File: src/rtl/bcd_pkg.sv
// Shared types and constants for the digit-serial packed-BCD adder.
package bcd_pkg;

    typedef logic [3:0] bcd_digit_t;

    localparam bcd_digit_t BCD_MAX  = 4'd9;
    localparam bcd_digit_t BCD_CORR = 4'b0110;

    typedef enum logic [1:0] {
        IDLE = 2'd0,
        RUN  = 2'd1,
        DONE = 2'd2
    } state_t;

    // Nines complement of one digit; keeps invalid digits invalid (10..15 -> 15..10).
    function automatic bcd_digit_t nines_comp(input bcd_digit_t d);
        return BCD_MAX - d;
    endfunction

endpackage

File: src/rtl/bcd_digit_add.sv
// Combinational single-digit BCD add with +6 decimal correction.
module bcd_digit_add
    import bcd_pkg::*;
(
    input  bcd_digit_t a_d,
    input  bcd_digit_t b_d,
    input  logic       c_in,
    output bcd_digit_t s_d,
    output logic       c_out,
    output logic       bad
);

    logic [4:0] t;

    assign t     = 5'(a_d) + 5'(b_d) + 5'(c_in);
    assign c_out = (t > 5'(BCD_MAX));
    assign s_d   = t[3:0] + (c_out ? BCD_CORR : 4'd0);
    assign bad   = (a_d > BCD_MAX) || (b_d > BCD_MAX);

endmodule

File: src/rtl/bcd_serial_adder.sv
// Digit-serial packed-BCD adder, LSD first, valid/ready on both sides.
// Define BCD_SUB_EN to honour the sub port (nines-complement subtraction).
module bcd_serial_adder
    import bcd_pkg::*;
#(
    parameter int unsigned DIGITS = 4
) (
    input  logic                  clk,
    input  logic                  rst,
    input  logic                  in_valid,
    output logic                  in_ready,
    input  logic [4*DIGITS-1:0]   a,
    input  logic [4*DIGITS-1:0]   b,
    input  logic                  cin,
    input  logic                  sub,
    output logic                  out_valid,
    input  logic                  out_ready,
    output logic [4*DIGITS-1:0]   sum,
    output logic                  cout,
    output logic                  err
);

    localparam int unsigned W  = 4 * DIGITS;
    localparam int unsigned CW = (DIGITS > 1) ? $clog2(DIGITS) : 1;
    localparam logic [CW-1:0] LAST = CW'(DIGITS - 1);

    state_t        state_q, state_d;
    logic [W-1:0]  a_q, a_d;
    logic [W-1:0]  b_q, b_d;
    logic [W-1:0]  sum_q, sum_d;
    logic [CW-1:0] cnt_q, cnt_d;
    logic          c_q, c_d;
    logic          cout_q, cout_d;
    logic          err_q, err_d;

    logic          accept;
    int unsigned   idx;
    bcd_digit_t    dig_s;
    logic          dig_c;
    logic          dig_bad;

    assign accept = (state_q == IDLE) && in_valid;
    assign idx    = 4 * 32'(cnt_q);

`ifndef BCD_SUB_EN
    logic unused_sub;
    assign unused_sub = sub;
`endif

    bcd_digit_add u_digit (
        .a_d   (a_q[idx +: 4]),
        .b_d   (b_q[idx +: 4]),
        .c_in  (c_q),
        .s_d   (dig_s),
        .c_out (dig_c),
        .bad   (dig_bad)
    );

    // State register
    always_ff @(posedge clk or posedge rst) begin
        if (rst) begin
            state_q <= IDLE;
        end else begin
            state_q <= state_d;
        end
    end

    // Next-state logic
    always_comb begin
        state_d = state_q;
        case (state_q)
            IDLE:    if (in_valid)      state_d = RUN;
            RUN:     if (cnt_q == LAST) state_d = DONE;
            DONE:    if (out_ready)     state_d = IDLE;
            default:                    state_d = IDLE;
        endcase
    end

    // Handshake outputs decoded straight from the state register
    always_comb begin
        in_ready  = 1'b0;
        out_valid = 1'b0;
        case (state_q)
            IDLE:    in_ready  = 1'b1;
            DONE:    out_valid = 1'b1;
            default: ;
        endcase
    end

    // Datapath: operand capture on accept, one digit per RUN cycle
    always_comb begin
        a_d    = a_q;
        b_d    = b_q;
        sum_d  = sum_q;
        cnt_d  = cnt_q;
        c_d    = c_q;
        cout_d = cout_q;
        err_d  = err_q;
        if (accept) begin
            a_d   = a;
            b_d   = b;
            c_d   = cin;
            cnt_d = '0;
            err_d = 1'b0;
`ifdef BCD_SUB_EN
            if (sub) begin
                for (int i = 0; i < int'(DIGITS); i++) begin
                    b_d[4*i +: 4] = nines_comp(b[4*i +: 4]);
                end
                c_d = ~cin;
            end
`endif
        end else if (state_q == RUN) begin
            sum_d[idx +: 4] = dig_s;
            c_d             = dig_c;
            err_d           = err_q | dig_bad;
            if (cnt_q == LAST) begin
                cout_d = dig_c;
            end else begin
                cnt_d = cnt_q + CW'(1);
            end
        end
    end

    always_ff @(posedge clk or posedge rst) begin
        if (rst) begin
            a_q    <= '0;
            b_q    <= '0;
            sum_q  <= '0;
            cnt_q  <= '0;
            c_q    <= 1'b0;
            cout_q <= 1'b0;
            err_q  <= 1'b0;
        end else begin
            a_q    <= a_d;
            b_q    <= b_d;
            sum_q  <= sum_d;
            cnt_q  <= cnt_d;
            c_q    <= c_d;
            cout_q <= cout_d;
            err_q  <= err_d;
        end
    end

    assign sum  = sum_q;
    assign cout = cout_q;
    assign err  = err_q;

endmodule

File: config.mk
export PLATFORM = sky130hd
export DESIGN_NAME = bcd_serial_adder
export DESIGN_NICKNAME = d
export VERILOG_FILES = /design/src/rtl/bcd_pkg.sv /design/src/rtl/bcd_digit_add.sv /design/src/rtl/bcd_serial_adder.sv
export SDC_FILE = /design/constraint.sdc
export NUM_CORES = 1
export LEC_CHECK = 0
export BUFFER_PORTS_ARGS = -buffer_cell sky130_fd_sc_hd__buf_2
export CAP_MARGIN = 20
export CORE_ASPECT_RATIO = 1.25
export CORE_UTILIZATION = 55
export CTS_CLUSTER_DIAMETER = 50
export DETAILED_ROUTE_END_ITERATION = 10
export PLACE_DENSITY = 0.88
export SETUP_SLACK_MARGIN = 0.05
export SLEW_MARGIN = 15
export SYNTH_ARGS = -nofsm -noshare
export SYNTH_HDL_FRONTEND = slang
export SYNTH_SLANG_ARGS = --single-unit
File: constraint.sdc
create_clock -name clk -period 9.2 [get_ports clk]
set_input_delay 0.46 -clock clk [delete_from_list [all_inputs] [get_ports clk]]
set_output_delay 0.46 -clock clk [all_outputs]
set_load 0.01 [all_outputs]
==> run metrics, run 1 <==
status=finished, final reports clean; YS warnings=0; first-pass GRT wire length=9.00 mm; post-CTS resize count=0; critical path's top delay family=adder cells; Clock Latency Late Sink=between 0.3 and 0.4 ns; asr flop ratio synth=1.00; clk sinks=55; critical path launch point type=flop; final period utilization=0.491; initial antenna violation count=0; Rows=27; RR Startpoint=cnt_q[0]; fin crit period=roughly 4.5 ns; Critical Path End Type=flop; Die Y=~80 microns; CP Data Arrival Time=approximately 4.8 ns; Die W=between 60 and 70 microns; max cap viols=0; Worst path most repeated cell=fa_1; area growth from synthesis to layout=15.0%; Fill cells=~350; WP buf/inv=0; CP peak stage delay=between 0.8 and 0.9 ns; Worst EP required=approximately 9.4 ns; Slew HR=0.293; IO Pins=58; Fmax=221 MHz; Sum Neg Setup Slack=0 ns; IO Port Bufs=56; Hold WS=0.305 ns; number of buffers created by CTS=5; DR pass1 iterations=4; Pins Over Slew Limit=0; full die area=5120 sq um; clk_skew=~0.0085 ns; kind of critical path=reg -> reg; CTS clk-pin slew, worst paths=0.09 ns; post-CTS setup buffers=0; register area share after synthesis=0.517; H-tree depth=2; Placed Cells=between 300 and 400; Synth Net Count=297; area of the core=4530 sq um; vias per cell=roughly 5.4; fraction of layout cells with a size suffix above 1=0.265; pin count of the biggest net entering global routing=56; Crit Path Max Fanout=15; Nets=352; Final Hold Violating Endpoints=0; Netlist cell types=37; worst-margin pin slew=approximately 1.1 ns; Antenna Cells=0; root buf cell=clkbuf_8; grt total ovfl=0; CTS tree=done; routed wire length on met3=between 150 and 200 microns; Hold WC Path Type=in -> async; routed length on met2=roughly 2.7 mm; Final Instance Count excl. Fillers=360; Final ANT Viol Nets=0; register area=1380 sq um; number of synthesized register bits=55; DR vias=between 1.5k and 2k; DP Wirelength=approximately 3.7 mm; Max Used Layer=met4; CP cell instances=mux4_1, fa_1, fa_1, a21o_1, a21oi_1, o31ai_2, ha_1, fa_1, xnor2_1, a21oi_1, a31oi_1, a22o_1; Finish-stage setup viols=0; RSZ-0062 raised after global routing=no; Initial Util=0.588; Worst path slowest cell=dfrtp_1; routed wire length=roughly 5 mm; DR iter-0 viols=roughly 120; largest buffer count on any clock path=2; synthesized area=~2700 sq um; vias in the first global route=2055; Tot GR Track Use=0.233; Avg Cell Area, Syn=about 11 sq um; WL/cell=14.1 microns; hold_buf cts=0; multi-input logic area=between 1000 and 1500 sq um; Routability Congestion=around 0.83; drc violations=0; Post-synth EDFFs=0; area post-placement=between 2000 and 3000 sq um; CP startpoint=cnt_q[0]; Final Instance Area=between 3000 and 4000 sq um; Synth Flop Type=dfrtp_1; M1 wire length=2.10 mm; gate count of the mapped netlist=approximately 250
## cells in the final DEF (no fill, tap or decap), types with 4 or more instances in the layout
master and n:
nand2_1 101, buf_2 56, ha_1 10, mux4_2 4
dfrtp_1 55, nor2_1 4, mux4_1 4, inv_1 4
clkbuf_8 5, a21oi_1 5, a22o_1 16
## layout make-up
cell class                      instances  share of cell area
Inverter                                5             0.00654
Clock buffer                            7              0.0249
Sequential cell                        55               0.449
Tap cell                               58              0.0237
Timing Repair Buffer                   57              0.0964
Clock inverter                          1             0.00163
Multi-Input combinational cell        177               0.397
## per-layer routing
layer	up-vias	GRT usage
li1	942	-
met1	933	0.265
met2	51	0.424
met3	15	0.0329
met4	0	0.116
met5	-	0
## synthesized netlist by cell type, drive strengths merged (2+ instances only)
cell	n	area, sq um
nand3	2	10.0
ha	10	125
nand2	105	409
fa	3	60.1
clkbuf	3	11.3
inv	5	18.8
o211ai	2	20.0
a22o	16	140
mux4	8	195
nand2b	2	12.5
nor2	4	15.0
nor4	3	46.3
dfrtp	55	1380
a21oi	5	25.0
buf	6	45.0
o21ai	2	10.0
xnor2	2	17.5
## final timing paths
kind,to,slack [ns],depth (start not counted)
setup / recovery,sum[3],4.68,12
hold / removal,state_q[1],0.31,2
setup reg to reg,sum[3],4.68,12
hold reg to reg,b_q[4],0.48,2
max in group asynchronous,a_q[10],8.36,2
min in group clk,b_q[7],0.33,3
## stage by stage
stage	util	worst slack [ns]
2_1_floorplan	-	5.43
3_3_place_gp	0.655	4.80
3_5_place_dp	0.655	4.72
4_1_cts	0.673	4.70
5_1_grt	0.677	4.35
6_report	0.677	4.68
## sequential cells by signal, summed over array words and instances, names as in the netlist
signal,flops
a_q,16
cout,1
sum,16
b_q,16
c_q,1
state_q,2
err,1
cnt_q,2
## logic make-up after synthesis
kind of cell	count (synthesis)	synth area share
and+or+nand+nor	122	0.209
buffers and inverters	14	0.0282
AOI/OAI and AO/OA	30	0.0888
DFF	55	0.517
muxes	9	0.0775
adders and majority gates	13	0.0695
xor gates and xnor gates	3	0.00987
Power of run 1 is not shown: default switching activity piles up to over one toggle a cycle in this logic, so the estimate is an artifact.
==> run 2: changes to the inputs <==
Settings changed: CORE_UTILIZATION 55 to 54, PLACE_DENSITY 0.88 to 0.86.
Clock period 9.2 ns to 4.7 ns, I/O delays scaled along.
==> run metrics, run 2 (synthesized netlist as in run 1, its figures left out) <==
DR vias=~1.9k; most common cell after layout, fill and taps aside=nand2_1; critical path launch point type=flop; CP Data Arrival Time=between 4 and 5 ns; Die Y=about 81 microns; grt total ovfl=0; M1 wire length=2.09 mm; CTS tree=done; Die W=64.8 microns; post-CTS setup buffers=0; Slew HR=0.394; routed wire length=between 4 and 5 mm; DR pass1 iterations=5; number of buffers created by CTS=5; FF-to-FF path depth=12; full die area=roughly 5200 sq um; Worst EP required=between 4 and 5 ns; largest buffer count on any clock path=2; Fill cells=slightly below 400; Critical Path End Type=flop; worst setup margin=around 0.6 ns; root buf cell=clkbuf_8; pin count of the biggest net entering global routing=56; Hold WC Path Type=in -> async; Rows=28; Final Hold Violating Endpoints=0; RR Startpoint=cnt_q[0]; Fmax=245 MHz; WL/cell=between 10 and 15 microns; post-CTS resize count=0; multi-input logic area=about 1200 sq um; routed length on met2=2.52 mm; drc violations=0; H-tree depth=2; DP Wirelength=~3.6 mm; max cap viols=0; kind of critical path=reg -> reg; first-pass GRT wire length=around 8.4 mm; RSZ-0062 raised after global routing=no; fraction of layout cells with a size suffix above 1=0.272; clk sinks=55; Crit Path Max Fanout=6; Sum Neg Setup Slack=0 ns; Max Used Layer=met4; final period utilization=0.870; Final ANT Viol Nets=0; Pins Over Slew Limit=0; initial antenna violation count=0; routed wire length on met3=160 microns; Antenna Cells=0; most frequent cells in the layout=101 x nand2_1, 56 x buf_2, 55 x dfrtp_1; Routability Congestion=between 0.8 and 0.9; fin crit period=around 4.1 ns; IO Pins=58; RR Endpoint=sum[3]; Nets=355; register area=1380 sq um; area of the core=4730 sq um; hold_buf cts=0; Finish-stage setup viols=0; clk_skew=roughly 0.0035 ns; DR iter-0 viols=73; vias per cell=5.28; Initial Util=0.563; vias in the first global route=~1.9k; Clock Latency Late Sink=approximately 0.30 ns; pre-CTS WS=approximately 0.63 ns; Tot GR Track Use=0.215; IO Port Bufs=56; CTS clk-pin slew, worst paths=0.09 ns; worst-margin pin slew=0.909 ns; status=finished, final reports clean; area growth from synthesis to layout=16.0%; reg2reg setup slack=0.61 ns
## run 2: worst max-delay path: stages, from the launching register on
cell     delay, ns
dfrtp_1       0.51
mux4_1        0.64
fa_1          0.45
fa_1          0.42
a21o_1        0.18
a21oi_1       0.19
o31ai_2       0.15
ha_1          0.23
fa_1          0.39
xnor2_1       0.22
a21oi_1       0.06
a31oi_1       0.38
a22o_1        0.21
## run 2: worst max path at each step
stage             start  endpoint  slack (ns)  depth (start not counted)
2_1_floorplan  cnt_q[0]   sum[15]        0.93                         13
6_report       cnt_q[0]    sum[3]        0.61                         12
5_1_grt        cnt_q[0]    sum[3]        0.33                         12
4_1_cts        cnt_q[0]    sum[3]        0.59                         12
3_5_place_dp   cnt_q[0]    sum[3]        0.63                         12
3_3_place_gp   cnt_q[0]   sum[15]        0.71                         12
## run 2: stage by stage
stage | cells | hold WS, ns | cell area [sq um] | util
6_report | 365 | 0.0763 | 3090 | 0.653
5_1_grt | 365 | 0.105 | 3090 | 0.653
4_1_cts | 364 | 0.106 | 3070 | 0.649
3_5_place_dp | 356 | 0.428 | 2990 | 0.632
3_3_place_gp | 356 | 0.426 | 2990 | 0.632
2_1_floorplan | 246 | 0.340 | 2660 | -
## run 2: layout make-up
class / instances / share of cell area
Sequential cell: 55 / 0.446
Multi-Input combinational cell: 177 / 0.394
Timing Repair Buffer: 60 / 0.103
Clock buffer: 7 / 0.0247
Tap cell: 60 / 0.0243
Inverter: 5 / 0.00648
Clock inverter: 1 / 0.00162
## run 2: routing by layer
| metal | up-vias | track usage |
|---|---|---|
| li1 | 953 | - |
| met1 | 919 | 0.261 |
| met2 | 46 | 0.374 |
| met3 | 10 | 0.0483 |
| met4 | 0 | 0.0733 |
| met5 | - | 0 |
Power of run 2 is left out for the same reason.
